File: config.mk
export PLATFORM = sky130hd
export DESIGN_NAME = pixel_compositor
export DESIGN_NICKNAME = d
export VERILOG_FILES = /design/src/rtl/pixel_compositor_pkg.sv /design/src/rtl/pixel_compositor_sync_delay_line.sv /design/src/rtl/pixel_compositor.sv
export SDC_FILE = /design/constraint.sdc
export NUM_CORES = 1
export LEC_CHECK = 0
export ABC_CLOCK_PERIOD_IN_PS = 5300
export CAP_MARGIN = 20
export CORE_UTILIZATION = 40
export DETAILED_ROUTE_END_ITERATION = 6
export GPL_ROUTABILITY_DRIVEN = 0
export GPL_TIMING_DRIVEN = 0
export PLACE_DENSITY = 0.69
export SLEW_MARGIN = 20
export SYNTH_ARGS = -nofsm -noshare
export SYNTH_HDL_FRONTEND = slang
export SYNTH_SLANG_ARGS = --single-unit
File: constraint.sdc
create_clock -name clk -period 5.3 [get_ports clk]
set_input_delay 0.795 -clock clk [delete_from_list [all_inputs] [get_ports clk]]
set_output_delay 0.795 -clock clk [all_outputs]
set_load 0.01 [all_outputs]
File: src/rtl/pixel_compositor_pkg.sv
// Shared constants for the VGA output stage: sync idle levels, default key colour
// and per-stage pipeline latencies that callers sum to produce base_dly.
package pixel_compositor_pkg;

  localparam logic        SYNC_IDLE_DEFAULT = 1'b1;
  localparam logic [23:0] KEY_DEFAULT       = 24'hFFFFFF;

  // Bit positions of the timing bundle carried through the sync delay line
  localparam int SYNC_W     = 3;
  localparam int SYNC_BLANK = 0;
  localparam int SYNC_HSYNC = 1;
  localparam int SYNC_VSYNC = 2;

  localparam int LAT_SCALER  = 2;
  localparam int LAT_FILTER  = 3;
  localparam int LAT_ENHANCE = 4;

  function automatic int base_latency(input logic use_filter, input logic use_enhance);
    return LAT_SCALER + (use_filter ? LAT_FILTER : 0) + (use_enhance ? LAT_ENHANCE : 0);
  endfunction

endpackage

File: src/rtl/pixel_compositor_sync_delay_line.sv
// Fixed-depth shift register for the timing bundle with a runtime output tap and a
// one-bit look-ahead tap showing what a given tap will present after the next edge.
module sync_delay_line #(
  parameter int               WIDTH    = 3,
  parameter int               DEPTH    = 32,
  parameter int               TAP_W    = $clog2(DEPTH),
  parameter logic [WIDTH-1:0] IDLE     = '1,
  parameter int               PEEK_BIT = 0
) (
  input  logic             clk,
  input  logic             reset,
  input  logic [WIDTH-1:0] i_data,
  input  logic [TAP_W-1:0] i_tap,
  input  logic [TAP_W-1:0] i_peek_tap,
  output logic [WIDTH-1:0] o_data,
  output logic             o_peek
);

  logic [WIDTH-1:0] r_stage [DEPTH];

  always_ff @(posedge clk or posedge reset) begin
    if (reset) begin
      for (int k = 0; k < DEPTH; k++) r_stage[k] <= IDLE;
    end else begin
      r_stage[0] <= i_data;
      for (int k = 1; k < DEPTH; k++) r_stage[k] <= r_stage[k-1];
    end
  end

  assign o_data = r_stage[i_tap];

  // After the edge, tap n holds what stage n-1 (or the input, for n=0) holds now
  assign o_peek = (i_peek_tap == '0) ? i_data[PEEK_BIT]
                                     : r_stage[i_peek_tap - 1'b1][PEEK_BIT];

endmodule

File: src/rtl/pixel_compositor.sv
// Priority overlay compositor with frame-synchronous shadow configuration and a
// runtime-selectable sync realignment delay matched to the base pixel latency.
module pixel_compositor
  import pixel_compositor_pkg::*;
#(
  parameter int   NUM_LAYERS = 4,
  parameter int   PIX_W      = 24,
  parameter int   MAX_DLY    = 32,
  parameter int   DLY_W      = 6,
  parameter logic SYNC_IDLE  = SYNC_IDLE_DEFAULT
) (
  input  logic                        clk,
  input  logic                        reset,
  input  logic                        hsync,
  input  logic                        vsync,
  input  logic                        blank,
  input  logic [PIX_W-1:0]            base_pixel,
  input  logic [DLY_W-1:0]            base_dly,
  input  logic [NUM_LAYERS*PIX_W-1:0] layer_pixel,
  input  logic [NUM_LAYERS-1:0]       layer_en,
  input  logic [PIX_W-1:0]            key_color,
  input  logic                        force_black,
  output logic [PIX_W-1:0]            pixel_out,
  output logic                        hsync_out,
  output logic                        vsync_out,
  output logic                        blank_out,
  output logic                        dly_err
);

  localparam int               TAP_W   = $clog2(MAX_DLY);
  localparam logic [DLY_W-1:0] MAX_TAP = DLY_W'(MAX_DLY - 1);
  localparam logic [SYNC_W-1:0] SYNC_RST = {SYNC_IDLE, SYNC_IDLE, 1'b1};

  logic                  r_vsync_q;
  logic [TAP_W-1:0]      r_act_dly;
  logic [NUM_LAYERS-1:0] r_act_en;
  logic [PIX_W-1:0]      r_act_key;
  logic                  r_dly_err;
  logic [PIX_W-1:0]      r_pixel;

  logic                  w_frame_start;
  logic                  w_dly_over;
  logic [TAP_W-1:0]      w_dly_clamp;
  logic [TAP_W-1:0]      w_dly_next;
  logic [SYNC_W-1:0]     w_sync_tap;
  logic                  w_blank_next;
  logic [PIX_W-1:0]      w_sel_pixel;
  logic [PIX_W-1:0]      w_layer [NUM_LAYERS];

  assign w_frame_start = vsync & ~r_vsync_q;
  assign w_dly_over    = base_dly > MAX_TAP;
  assign w_dly_clamp   = w_dly_over ? MAX_TAP[TAP_W-1:0] : base_dly[TAP_W-1:0];
  assign w_dly_next    = w_frame_start ? w_dly_clamp : r_act_dly;

  always_ff @(posedge clk or posedge reset) begin
    if (reset) begin
      r_vsync_q <= SYNC_IDLE;
      r_act_dly <= '0;
      r_act_en  <= '0;
      r_act_key <= '1;
      r_dly_err <= 1'b0;
    end else begin
      r_vsync_q <= vsync;
      if (w_frame_start) begin
        r_act_dly <= w_dly_clamp;
        r_act_en  <= layer_en;
        r_act_key <= key_color;
        r_dly_err <= w_dly_over;
      end
    end
  end

  sync_delay_line #(
    .WIDTH   (SYNC_W),
    .DEPTH   (MAX_DLY),
    .TAP_W   (TAP_W),
    .IDLE    (SYNC_RST),
    .PEEK_BIT(SYNC_BLANK)
  ) u_sync_dly (
    .clk       (clk),
    .reset     (reset),
    .i_data    ({vsync, hsync, blank}),
    .i_tap     (r_act_dly),
    .i_peek_tap(w_dly_next),
    .o_data    (w_sync_tap),
    .o_peek    (w_blank_next)
  );

  generate
    for (genvar gi = 0; gi < NUM_LAYERS; gi++) begin : g_layer
      assign w_layer[gi] = layer_pixel[gi*PIX_W +: PIX_W];
    end
  endgenerate

  // Walk from lowest priority upward so the highest-priority opaque layer wins
  always_comb begin
    w_sel_pixel = base_pixel;
    for (int i = NUM_LAYERS - 1; i >= 0; i--) begin
      if (r_act_en[i] && (w_layer[i] != r_act_key)) w_sel_pixel = w_layer[i];
    end
  end

  // Blank is taken from the value the tap presents alongside this pixel
  always_ff @(posedge clk or posedge reset) begin
    if (reset) r_pixel <= '0;
    else       r_pixel <= (force_black || w_blank_next) ? '0 : w_sel_pixel;
  end

  assign pixel_out = r_pixel;
  assign vsync_out = w_sync_tap[SYNC_VSYNC];
  assign hsync_out = w_sync_tap[SYNC_HSYNC];
  assign blank_out = w_sync_tap[SYNC_BLANK];
  assign dly_err   = r_dly_err;

endmodule

---- Word level (Yosys, flattened, before mapping) ----
Index checks and enable logic that the tools add are counted.
operators by class
  $lt $le $gt $ge ......................... 3
  muxes and demuxes ....................... 14
  equal/unequal tests ..................... 4
  $add $sub $neg .......................... 1
  bitwise operators ....................... 4
  reduce and logical (&&, ||, !) cells .... 6
operators by type and width
  cell                                                                             number
  24-bit 2-to-1 mux                                                                5
  24-bit != test                                                                   4
  3-bit binary-select mux with 5-bit select                                        2
  6-bit >= comparator, second input constant                                       2
  5-bit NOT with 6-bit output                                                      2
  5-bit 2-to-1 mux                                                                 2
  6-bit by 5-bit greater-than comparator with 1-bit output, second input constant  1
  3-bit 2-to-1 mux                                                                 2
  5-bit logical NOT                                                                1
  5-bit by 1-bit subtractor with 5-bit output, second input constant               1
  1-bit logical AND                                                                4
  1-bit 2-to-1 mux                                                                 3
  1-bit AND                                                                        1
  1-bit logical OR                                                                 1
  1-bit NOT                                                                        1
word-level totals
  logic and storage cells ................. 70
  output and inout bits ................... 28
  input bits .............................. 160
  register bits ........................... 155

---- Depth between registers and ports, before layout ----
Gate-level depths: netlist of the first run.
  depth in word-level cells ............... 11
  mapped depth ............................ 13
  depth with buffers taken out ............ 9

---- Hierarchy ----
A second synthesis of the first run with hierarchy kept.
unflattened totals
  cell total of the unflattened synthesis .. 589
  area, all modules ....................... 7777.5 um^2
modules (own cells, without submodules)
  module            times used  area each (um^2)  cells an instance  sequential area each (um^2)
  pixel_compositor  1           4156.5            425                1507.7
  sync_delay_line   1           3621.0            164                2522.4

---- Worst setup path after synthesis of the first run ----
No wires, ideal clock.
  path kind ............................... input port to flip-flop
  start ................................... in base_dly[0]
  end ..................................... reg r_pixel[10], in the netlist pixel_out[10]
  setup time .............................. 87 ps
  data arrival time ....................... 3311 ps
  setup slack ............................. 1903 ps
  buffers on the path ..................... 3
  cell stages on the path ................. 11
  required time ........................... 5213 ps
  path through ............................ or4b_1 > o21ai_2 > buf_6 > ha_1 > clkbuf_1 > mux4_2 > mux4_2 > nor2_1 > o21bai_2 > buf_6 > a211oi_2
between the ends
  cells in the longest elaborated chain, start to end .. 11
RTL lines
  item                                                      line                                    RTL
  from (decl)                                               pixel_compositor.sv:18                  input logic [DLY_W-1:0] base_dly,
  6-bit by 5-bit greater-than comparator with 1-bit output  pixel_compositor.sv:51                  assign w_dly_over = base_dly > MAX_TAP;
  5-bit 2-to-1 mux *                                        pixel_compositor.sv:52                  assign w_dly_clamp = w_dly_over ? MAX_TAP[TAP_W-1:0] : base_dly[TAP_W-1:0];
  5-bit 2-to-1 mux *                                        --
  5-bit by 1-bit subtractor with 5-bit output               pixel_compositor_sync_delay_line.sv:34  : r_stage[i_peek_tap - 1'b1][PEEK_BIT];
  5-bit NOT with 6-bit output (implied by the code)         pixel_compositor_sync_delay_line.sv:34
  3-bit binary-select mux with 5-bit select                 pixel_compositor_sync_delay_line.sv:34
  1-bit 2-to-1 mux (implied by the code) (2 in series)      pixel_compositor_sync_delay_line.sv:34
  1-bit 2-to-1 mux *                                        pixel_compositor_sync_delay_line.sv:33  assign o_peek = (i_peek_tap == '0) ? i_data[PEEK_BIT]
  1-bit logical OR *                                        pixel_compositor.sv:106                 else r_pixel <= (force_black || w_blank_next) ? '0 : w_sel_pixel;
  24-bit 2-to-1 mux *                                       pixel_compositor.sv:106
  to (signal assigned)                                      pixel_compositor.sv:106
  to (decl)                                                 pixel_compositor.sv:39                  logic [PIX_W-1:0] r_pixel;
Every way passes the cells marked *; elsewhere a longest branch is shown, timed or not. The select of a mux whose other input is x is not followed.
A chain may end at the register's enable or synchronous reset.

---- Worst setup path in the final report of the first run ----
  start ................................... reg r_act_dly[0]
  end ..................................... out hsync_out
between the ends
  cells in the longest elaborated chain, start to end .. 4
RTL lines
  item                                                  line                                    RTL
  from (decl)                                           pixel_compositor.sv:35                  logic [TAP_W-1:0] r_act_dly;
  from (signal assigned)                                pixel_compositor.sv:65                  r_act_dly <= w_dly_clamp;
  5-bit NOT with 6-bit output (implied by the code)     pixel_compositor_sync_delay_line.sv:30  assign o_data = r_stage[i_tap];
  3-bit binary-select mux with 5-bit select             pixel_compositor_sync_delay_line.sv:30
  3-bit 2-to-1 mux (implied by the code) (2 in series)  pixel_compositor_sync_delay_line.sv:30
  to (decl)                                             pixel_compositor.sv:24                  output logic hsync_out,
No other way between the ends. The select of a mux whose other input is x is not followed.

==> results.json, run 1 <==
{
  "status": "complete, no violations",
  "r2r-start": "r_vsync_q$_DFF_PP1_",
  "path_common_cell": "mux4_2",
  "fin_crit_ns": 4.40,
  "wire_per_inst_um": 21.5,
  "slowest_delay_ns": 0.76,
  "num-nets-final": 954,
  "rsz0062_at_grt": "false",
  "slew-limit-headroom": 0.350,
  "portBuffers": 187,
  "worstRegToRegCells": 11,
  "worst_pin_slew_ns": 0.975,
  "cts-hold-fix-buffers": 0,
  "synth-warning-count": 0,
  "arrival_ns": 3.60,
  "timing.fmax_mhz": 228,
  "drt-total-wl_mm": 23.0,
  "vias": 5693,
  "total_leakage_power_nw": 4.03,
  "syn-num-nets": 747,
  "worstPathRequired_ns": 4.51,
  "viasPerCell": 5.34,
  "r2r-end": "pixel_out[7]$_DFF_PP0_",
  "seq_area_frac_synth": 0.517,
  "avgSynthCellArea_um2": 13.2,
  "core_um2": 18800,
  "syn-instance-count": 586,
  "yosysTopAreaCellShare": 0.407,
  "worstSetupPathType": "reg -> out",
  "syn2layout_area_growth_pct": 36.9,
  "num_antenna_cells": 0,
  "numCtsBuffers": 17,
  "startpoint_type": "flip-flop",
  "grtUsageTotal": 0.241,
  "post_cts.repair.setup_buffers": 0,
  "worst_setup_path_end_kind": "primary output",
  "path_max_fanout": 10,
  "synthArstFlopShare": 1.00,
  "hold_depth": 0,
  "crit_chain": "buf_2 > buf_1 > mux4_2 > mux4_2 > mux2_2 > clkdlybuf4s50_1",
  "ys_types": 32,
  "dieArea_um2": 19900,
  "cts_root_buf": "clkbuf_16",
  "fin_crit_sh": 0.829,
  "finish.utilization": 0.564,
  "io-pin-count": 188,
  "final_cells": 1066,
  "vdd_ir_drop_max_v": 0.000245,
  "synth_flop_cell": "dfstp_2",
  "hold_viol": 0,
  "grt_pass1_vias": 6187,
  "path_clk_slew_ns": 0.08,
  "cp_slowest_cell": "buf_1",
  "start_util": 0.412,
  "grt_pass1_wl_mm": 35.1,
  "clock_latency_ns": 0.44,
  "cp-startpoint": "r_act_dly[0]$_DFF_PP0_",
  "slew_violations": 0,
  "synth_edf_count": 0,
  "first_pass_iters": 5,
  "placed_cells": 1034,
  "dr.first_iter.drc_count": 336,
  "layout-drive-gt1-share": 0.321,
  "antenna_left": 0,
  "power.density_nw_per_um2": 341,
  "cts_tree": "built",
  "timing.final.ws_setup_ns": 0.905,
  "ctsLongestPathBuffers": 2,
  "cts.sinks": 154,
  "setup_viol": 0,
  "maxCapViolCount": 0,
  "dieWidth_um": 141,
  "grt_antenna_before_repair": 0,
  "synth.ff_latch_count": 154,
  "netlist.top_cell.by_area": "dfstp_2",
  "fin_worst_skew_ns": 0.0207,
  "grt_overflow_total": 0,
  "drc": 0,
  "std_cell_rows": 50,
  "htreeDepth": 4,
  "pre_cts_slack_ns": 0.890,
  "yosys-top-cells-area": "dfstp_2 (41%), mux4_2 (11%), dfrtp_1 (11%)",
  "die_height_um": 141,
  "hold_path_class": "reg -> reg",
  "whs_ns": 0.353,
  "r2r_slack_ns": 1.74,
  "min_to": "u_sync_dly.r_stage[17]$_DFF_PP1_",
  "grt_max_degree": 124,
  "dpl.hpwl_mm": 18.0,
  "hold_start": "u_sync_dly.r_stage[20]$_DFF_PP1_",
  "syn_area_um2": 7750,
  "cts_resized": 0,
  "total_power_mw": 3.62
}
-- metrics by stage --
step | area (µm²) | setup TNS, ns
final | 10600 | 0
after global routing | 10600 | 0
after CTS | 10600 | 0
after detailed placement | 9980 | 0
after global placement | 9950 | -41.97
after floorplan | 7750 | 0
-- power by group --
group	leakage (nW)	switching (mW)	internal (mW)	total [mW]
clock	0.305	0.610	0.656	1.27
combinational	2.03	0.495	0.479	0.975
sequential	1.69	0.0476	1.33	1.38
-- registers in the layout, indices dropped and copies added (netlist names) --
register,cells
pixel_out,24
r_act_en,4
u_sync_dly.r_stage,95
r_vsync_q,1
r_act_dly,5
r_act_key,24
dly_err,1
-- routing by layer --
layer	track usage	share of wire	up-vias	wire (µm)
li1	-	-	2530	-
met1	0.290	0.39	2878	9060
met2	0.415	0.50	252	11600
met3	0.0751	0.080	33	1840
met4	0.0738	0.021	0	493
met5	0	0	-	0
-- placed cells by master, fill, tap and decap left out, drive strengths merged --
cell type | synthesis | routed
a211oi | 48 | 48
o32ai | 1 | 1
a21oi | 25 | 25
o21bai | 1 | 1
inv | 5 | 15
o31ai | 2 | 2
dfrtp | 34 | 34
mux2 | 32 | 32
o31a | 2 | 2
clkdlybuf4s50 | 0 | 187
or4b | 3 | 3
ha | 1 | 1
nand4 | 12 | 12
xnor2 | 34 | 34
nand2 | 2 | 2
nor2b | 1 | 1
nand3 | 2 | 2
mux2i | 27 | 27
buf | 14 | 15
o21ai | 4 | 4
xor2 | 65 | 65
dfstp | 120 | 120
nor4 | 16 | 16
clkinv | 0 | 5
nor2 | 52 | 52
mux4 | 39 | 39
clkbuf | 44 | 61
-- Yosys cell counts (2+ instances only) --
cell      count
xor2_1       65
dfrtp_1      34
buf_1         3
mux2i_1      27
nor2_1       52
buf_2         7
mux4_2       39
or4b_1        2
buf_6         3
inv_1         5
o31a_1        2
o31ai_1       2
a211oi_1     28
nand2_1       2
a211oi_2     20
nor4_1       16
a21oi_1      25
clkbuf_1     44
o21ai_0       2
nand4_1      12
xnor2_1      34
dfstp_2     120
mux2_2       32
nand3_1       2
-- worst max-delay path: cells and delay by family, from the launching register on --
family                 cells  cell delay (ns)
DFF                        1             0.32
buffers and inverters      3             1.47
muxes                      3             1.39
-- worst max-delay path by stage --
stage | slack [ns] | to | depth (start not counted)
final | 0.90 | hsync_out | 6
after global routing | 0.68 | hsync_out | 6
after CTS | 0.79 | hsync_out | 6
after detailed placement | 0.89 | pixel_out[7]$_DFF_PP0_ | 12
after global placement | -1.25 | r_act_dly[4]$_DFF_PP0_ | 2
after floorplan | 0.55 | dly_err$_DFFE_PP0N_ | 1
-- cell families after synthesis --
family / count (synthesis) / synth area share
AO/OA/AOI/OAI: 83 / 0.0854
XOR/XNOR: 99 / 0.112
adder cells (fa/ha/maj): 1 / 0.00161
buffers and inverters: 63 / 0.0350
flip-flops: 154 / 0.517
multiplexers: 98 / 0.195
AND/OR/NAND/NOR: 88 / 0.0547
-- final cells by class --
type                       instances  area [µm²]
fill                            1557        8220
sequential                       154        4000
multi-input combinational        369        3470
timing repair buffer             188        1900
clock buffer                      17         425
tap                              260         325
buffer                            58         253
clock inverter                    15         204
inverter                           5        26.3
(Power assumes the default switching activity.)
==> run 2, diff against run 1 <==
--- a/config.mk
+++ b/config.mk
@@ -5,7 +5,7 @@
 export SDC_FILE = /design/constraint.sdc
 export NUM_CORES = 1
 export LEC_CHECK = 0
-export ABC_CLOCK_PERIOD_IN_PS = 5300
+export ABC_CLOCK_PERIOD_IN_PS = 4200
 export CAP_MARGIN = 20
 export CORE_UTILIZATION = 40
 export DETAILED_ROUTE_END_ITERATION = 6
==> constraint.sdc (replaced) <==
create_clock -name clk -period 4.2 [get_ports clk]
set_input_delay 0.63 -clock clk [delete_from_list [all_inputs] [get_ports clk]]
set_output_delay 0.63 -clock clk [all_outputs]
set_load 0.01 [all_outputs]
==> results.json, run 2 (synthesis gave the netlist of run 1 again) <==
{
  "dr.first_iter.drc_count": 356,
  "dieWidth_um": 141,
  "timing.final.ws_setup_ns": 0.190,
  "ctsLongestPathBuffers": 2,
  "grt_antenna_before_repair": 0,
  "dpl.hpwl_mm": 18.5,
  "wl_met2_mm": 11.8,
  "num-nets-final": 957,
  "rsz0062_at_grt": "false",
  "status": "complete, no violations",
  "grt_max_degree": 40,
  "setup_viol": 0,
  "switching_share": 0.318,
  "placed_cells": 1037,
  "met1_length_mm": 9.05,
  "hold_path_class": "reg -> reg",
  "total_power_mw": 4.55,
  "grtUsageTotal": 0.250,
  "comb_power_share": 0.273,
  "die_height_um": 141,
  "fin_crit_ns": 4.01,
  "worstSetupPathType": "reg -> out",
  "vias": 5730,
  "core_um2": 18800,
  "std_cell_rows": 50,
  "grt_pass1_wl_mm": 36.4,
  "final_cell_mix": "clkdlybuf4s50_1 (187), dfstp_2 (120), xor2_1 (65)",
  "power.share.clock": 0.345,
  "drt-total-wl_mm": 23.6,
  "hold_viol": 0,
  "grt_overflow_total": 0,
  "fin_crit_sh": 0.955,
  "power.density_nw_per_um2": 426,
  "regMostFlops": "u_sync_dly.r_stage",
  "grt_pass1_vias": 6450,
  "pre_cts_slack_ns": -0.130,
  "startpoint_type": "flip-flop",
  "highest_layer": "met4",
  "cts_tree": "built",
  "largest_reg_flops": 95,
  "first_pass_iters": 4,
  "path_max_fanout": 10,
  "vdd_ir_drop_max_v": 0.000300,
  "mostFrequentLayoutCell": "clkdlybuf4s50_1",
  "syn2layout_area_growth_pct": 37.8,
  "layout-drive-gt1-share": 0.328,
  "htreeDepth": 4,
  "slew-limit-headroom": 0.480,
  "total_leakage_power_nw": 4.06,
  "wl_met3_mm": 1.92,
  "post_cts.repair.setup_buffers": 0,
  "finish.utilization": 0.567,
  "path_clk_slew_ns": 0.08,
  "wire_per_inst_um": 22.0,
  "cts.sinks": 154,
  "portBuffers": 187,
  "slew_violations": 0,
  "fin_worst_skew_ns": 0.0115,
  "viasPerCell": 5.36,
  "drc": 0,
  "p_int_mw": 3.10,
  "clock_latency_ns": 0.44,
  "final_cells": 1069,
  "dieArea_um2": 19900,
  "switchingPower_mw": 1.45,
  "cts_root_buf": "clkbuf_16",
  "worst_pin_slew_ns": 0.780,
  "num_antenna_cells": 0,
  "worstPathRequired_ns": 3.57,
  "fillers": 1515,
  "fin_setup_tns_ns": 0,
  "io-pin-count": 188,
  "antenna_left": 0,
  "worst_setup_path_end_kind": "primary output",
  "arrival_ns": 3.38,
  "maxCapViolCount": 0,
  "start_util": 0.412,
  "pwr-share-seq": 0.382,
  "numCtsBuffers": 17,
  "timing.fmax_mhz": 249
}
==> run 2: routing by layer <==
| metal | vias to the layer above | track usage |
|---|---|---|
| met5 | - | 0 |
| met4 | 0 | 0.101 |
| met3 | 60 | 0.0819 |
| met2 | 272 | 0.425 |
| met1 | 2861 | 0.292 |
| li1 | 2537 | - |
==> run 2: repair_timing <==
item                                    4_1_cts  5_1_grt
hold endpoints to repair                      0        0
resized for setup                             4        2
endpoints found under the setup margin        3        1
hold buffers                                  0        0
==> run 2: final timing paths <==
check / startpoint / to / cells after the start / slack [ns]
worst max-delay path: r_act_dly[0]$_DFF_PP0_ / hsync_out / 6 / 0.19
worst min-delay path: u_sync_dly.r_stage[73]$_DFF_PP1_ / u_sync_dly.r_stage[70]$_DFF_PP1_ / 0 / 0.35
worst max register to register: r_vsync_q$_DFF_PP1_ / pixel_out[3]$_DFF_PP0_ / 10 / 0.54
worst min register to register: u_sync_dly.r_stage[73]$_DFF_PP1_ / u_sync_dly.r_stage[70]$_DFF_PP1_ / 0 / 0.35
max in group asynchronous: reset / u_sync_dly.r_stage[57]$_DFF_PP1_ / 5 / 2.43
min in group asynchronous: reset / pixel_out[11]$_DFF_PP0_ / 2 / 0.66
==> run 2: power groups by stage <==
stage | Sequential [mW] | Combinational (mW) | Clock (mW)
2_1_floorplan | 1.76 | 0.709 | 0
3_3_place_gp | 1.75 | 1.20 | 0
3_5_place_dp | 1.76 | 1.23 | 0
4_1_cts | 1.74 | 1.24 | 1.60
5_1_grt | 1.75 | 1.32 | 1.67
6_report | 1.74 | 1.24 | 1.57
==> run 2: metrics by stage <==
| stage | instance area [µm²] | hold slack [ns] |
|---|---|---|
| 2_1_floorplan | 7750 | 0.352 |
| 3_3_place_gp | 9950 | 0.354 |
| 3_5_place_dp | 10000 | 0.355 |
| 4_1_cts | 10700 | 0.354 |
| 5_1_grt | 10700 | 0.356 |
| 6_report | 10700 | 0.353 |
==> run 2: cell type report <==
class	instances	area, µm²	area share
multi-input combinational	369	3470	0.325
buffer	58	269	0.0252
sequential	154	4000	0.375
timing repair buffer	191	1960	0.183
inverter	5	22.5	0.00211
clock inverter	15	199	0.0186
clock buffer	17	425	0.0398
tap	260	325	0.0305
==> run 2: critical path, cell delays in order (launching register included) <==
cell,delay [ns]
dfrtp_1,0.32
buf_2,0.24
clkdlybuf4s15_2,0.55
mux4_2,0.59
mux4_2,0.47
mux2_2,0.29
clkdlybuf4s50_1,0.48
==> run 3, diff against run 2 <==
--- a/config.mk
+++ b/config.mk
@@ -10,7 +10,6 @@
 export CORE_UTILIZATION = 40
 export DETAILED_ROUTE_END_ITERATION = 6
 export GPL_ROUTABILITY_DRIVEN = 0
-export GPL_TIMING_DRIVEN = 0
 export PLACE_DENSITY = 0.69
 export SLEW_MARGIN = 20
 export SYNTH_ARGS = -nofsm -noshare
==> results.json, run 3 (synthesis gave the netlist of run 1 again) <==
{
  "status": "complete, no violations",
  "drt-total-wl_mm": 22.1,
  "r2r-start": "r_vsync_q$_DFF_PP1_",
  "power.share.clock": 0.345,
  "grt_overflow_total": 0,
  "hold_start": "u_sync_dly.r_stage[91]$_DFF_PP1_",
  "arrival_ns": 4.03,
  "drc": 0,
  "power.density_nw_per_um2": 428,
  "stdcell_area_um2": 10400,
  "grt_pass1_vias": 6018,
  "path_clk_slew_ns": 0.06,
  "layout-drive-gt1-share": 0.340,
  "worst_setup_path_end_kind": "flip-flop",
  "cts_resized": 0,
  "vdd_ir_drop_max_v": 0.000250,
  "numCtsBuffers": 17,
  "std_cell_rows": 50,
  "dieWidth_um": 141,
  "worstSetupPathType": "in -> reg",
  "fin_worst_skew_ns": 0.00714,
  "min_to": "u_sync_dly.r_stage[88]$_DFF_PP1_",
  "rsz0062_at_grt": "false",
  "grtUsageTotal": 0.233,
  "wire_per_inst_um": 21.7,
  "clock_latency_ns": 0.42,
  "cts-hold-fix-buffers": 0,
  "multiInputGateArea_um2": 3520,
  "die_height_um": 141,
  "slew-limit-headroom": 0.318,
  "pwr-share-seq": 0.411,
  "postPlaceCellArea_um2": 9840,
  "cts.sinks": 154,
  "worst_pin_slew_ns": 1.02,
  "grt_pass1_wl_mm": 34.0,
  "comb_power_share": 0.245,
  "slew_violations": 0,
  "startpoint_type": "input pin",
  "grt_antenna_before_repair": 0,
  "cp_slowest_cell": "or4b_2",
  "fillers": 1514,
  "regMostFlops": "u_sync_dly.r_stage",
  "cts_root_buf": "clkbuf_16",
  "setup_viol": 0,
  "first_pass_iters": 5,
  "r2r-end": "pixel_out[23]$_DFF_PP0_",
  "worstRegToRegCells": 8,
  "path_max_fanout": 24,
  "regArea_um2": 4000,
  "worstPathRequired_ns": 4.51,
  "final_cell_mix": "clkdlybuf4s50_1 (187), dfstp_2 (120), xor2_1 (65)",
  "p_int_mw": 3.23,
  "total_leakage_power_nw": 3.96,
  "cts_tree": "built",
  "slowest_delay_ns": 0.60,
  "ctsLongestPathBuffers": 2,
  "cp-startpoint": "vsync",
  "syn2layout_area_growth_pct": 34.6,
  "htreeDepth": 4,
  "fin_setup_tns_ns": 0,
  "switchingPower_mw": 1.23,
  "timing.fmax_mhz": 268,
  "hold_path_class": "reg -> reg",
  "num_antenna_cells": 0,
  "r2r_slack_ns": 0.76,
  "fin_crit_sh": 0.887,
  "mostFrequentLayoutCell": "clkdlybuf4s50_1",
  "viasPerCell": 5.33,
  "fin_crit_ns": 3.72,
  "vias": 5414,
  "largest_reg_flops": 95,
  "hold_viol": 0,
  "core_um2": 18800,
  "maxCapViolCount": 0,
  "io-pin-count": 188,
  "post_cts.repair.setup_buffers": 0,
  "finish.utilization": 0.554,
  "crit_chain": "clkdlybuf4s50_1 > or4b_2 > o21ai_0 > ha_1 > mux4_2 > mux4_2 > nor2_1 > o21bai_4 > a211oi_1",
  "num-nets-final": 906,
  "dieArea_um2": 19900,
  "total_power_mw": 4.47,
  "hold_depth": 0,
  "antenna_left": 0,
  "dpl.hpwl_mm": 16.8,
  "path_common_cell": "mux4_2",
  "dr.first_iter.drc_count": 326,
  "portBuffers": 187,
  "start_util": 0.412,
  "switching_share": 0.276,
  "grt_max_degree": 111
}
run 3: routing by layer:
layer  global-route usage  vias up  share of wire
li1                     -     2413              -
met1                0.298     2715           0.42
met2                0.380      251           0.49
met3               0.0662       35          0.069
met4               0.0795        0          0.022
met5                    0        -              0
run 3: worst max-delay path: cells and delay by family:
kind	cells	cell delay, ns
AO/OA/AOI/OAI	3	0.84
adder cells (fa/ha/maj)	1	0.42
buffers and inverters	1	0.53
multiplexers	2	0.80
AND/OR/NAND/NOR	2	0.79
run 3: stage by stage:
step | hold WS [ns] | worst slack [ns] | cells
3_3_place_gp | 0.354 | 0.196 | 986
2_1_floorplan | 0.352 | 0.968 | 586
6_report | 0.364 | 0.475 | 1016
3_5_place_dp | 0.355 | 0.0532 | 986
5_1_grt | 0.369 | 0.246 | 1016
4_1_cts | 0.365 | 0.483 | 1016
run 3: power by group through the flow:
stage	logic, mW	clock network [mW]	registers, mW
finish	1.09	1.54	1.83
global route	1.17	1.64	1.85
CTS	1.10	1.57	1.83
detailed placement	1.09	0	1.85
global placement	1.07	0	1.85
floorplan	0.709	0	1.76
run 3: worst max path at each step:
stage / end / slack, ns / cells past startpoint
floorplan: pixel_out[10]$_DFF_PP0_ / 0.97 / 11
global placement: pixel_out[0]$_DFF_PP0_ / 0.20 / 9
detailed placement: pixel_out[23]$_DFF_PP0_ / 0.05 / 9
CTS: vsync_out / 0.48 / 5
global route: pixel_out[0]$_DFF_PP0_ / 0.25 / 10
finish: pixel_out[23]$_DFF_PP0_ / 0.48 / 9
run 3: area by class of cell:
class	count	area share
clock buffer	24	0.0492
clock inverter	6	0.00827
inverter	5	0.00216
multi-input combinational	369	0.337
sequential	154	0.384
tap	260	0.0312
timing repair buffer	198	0.188
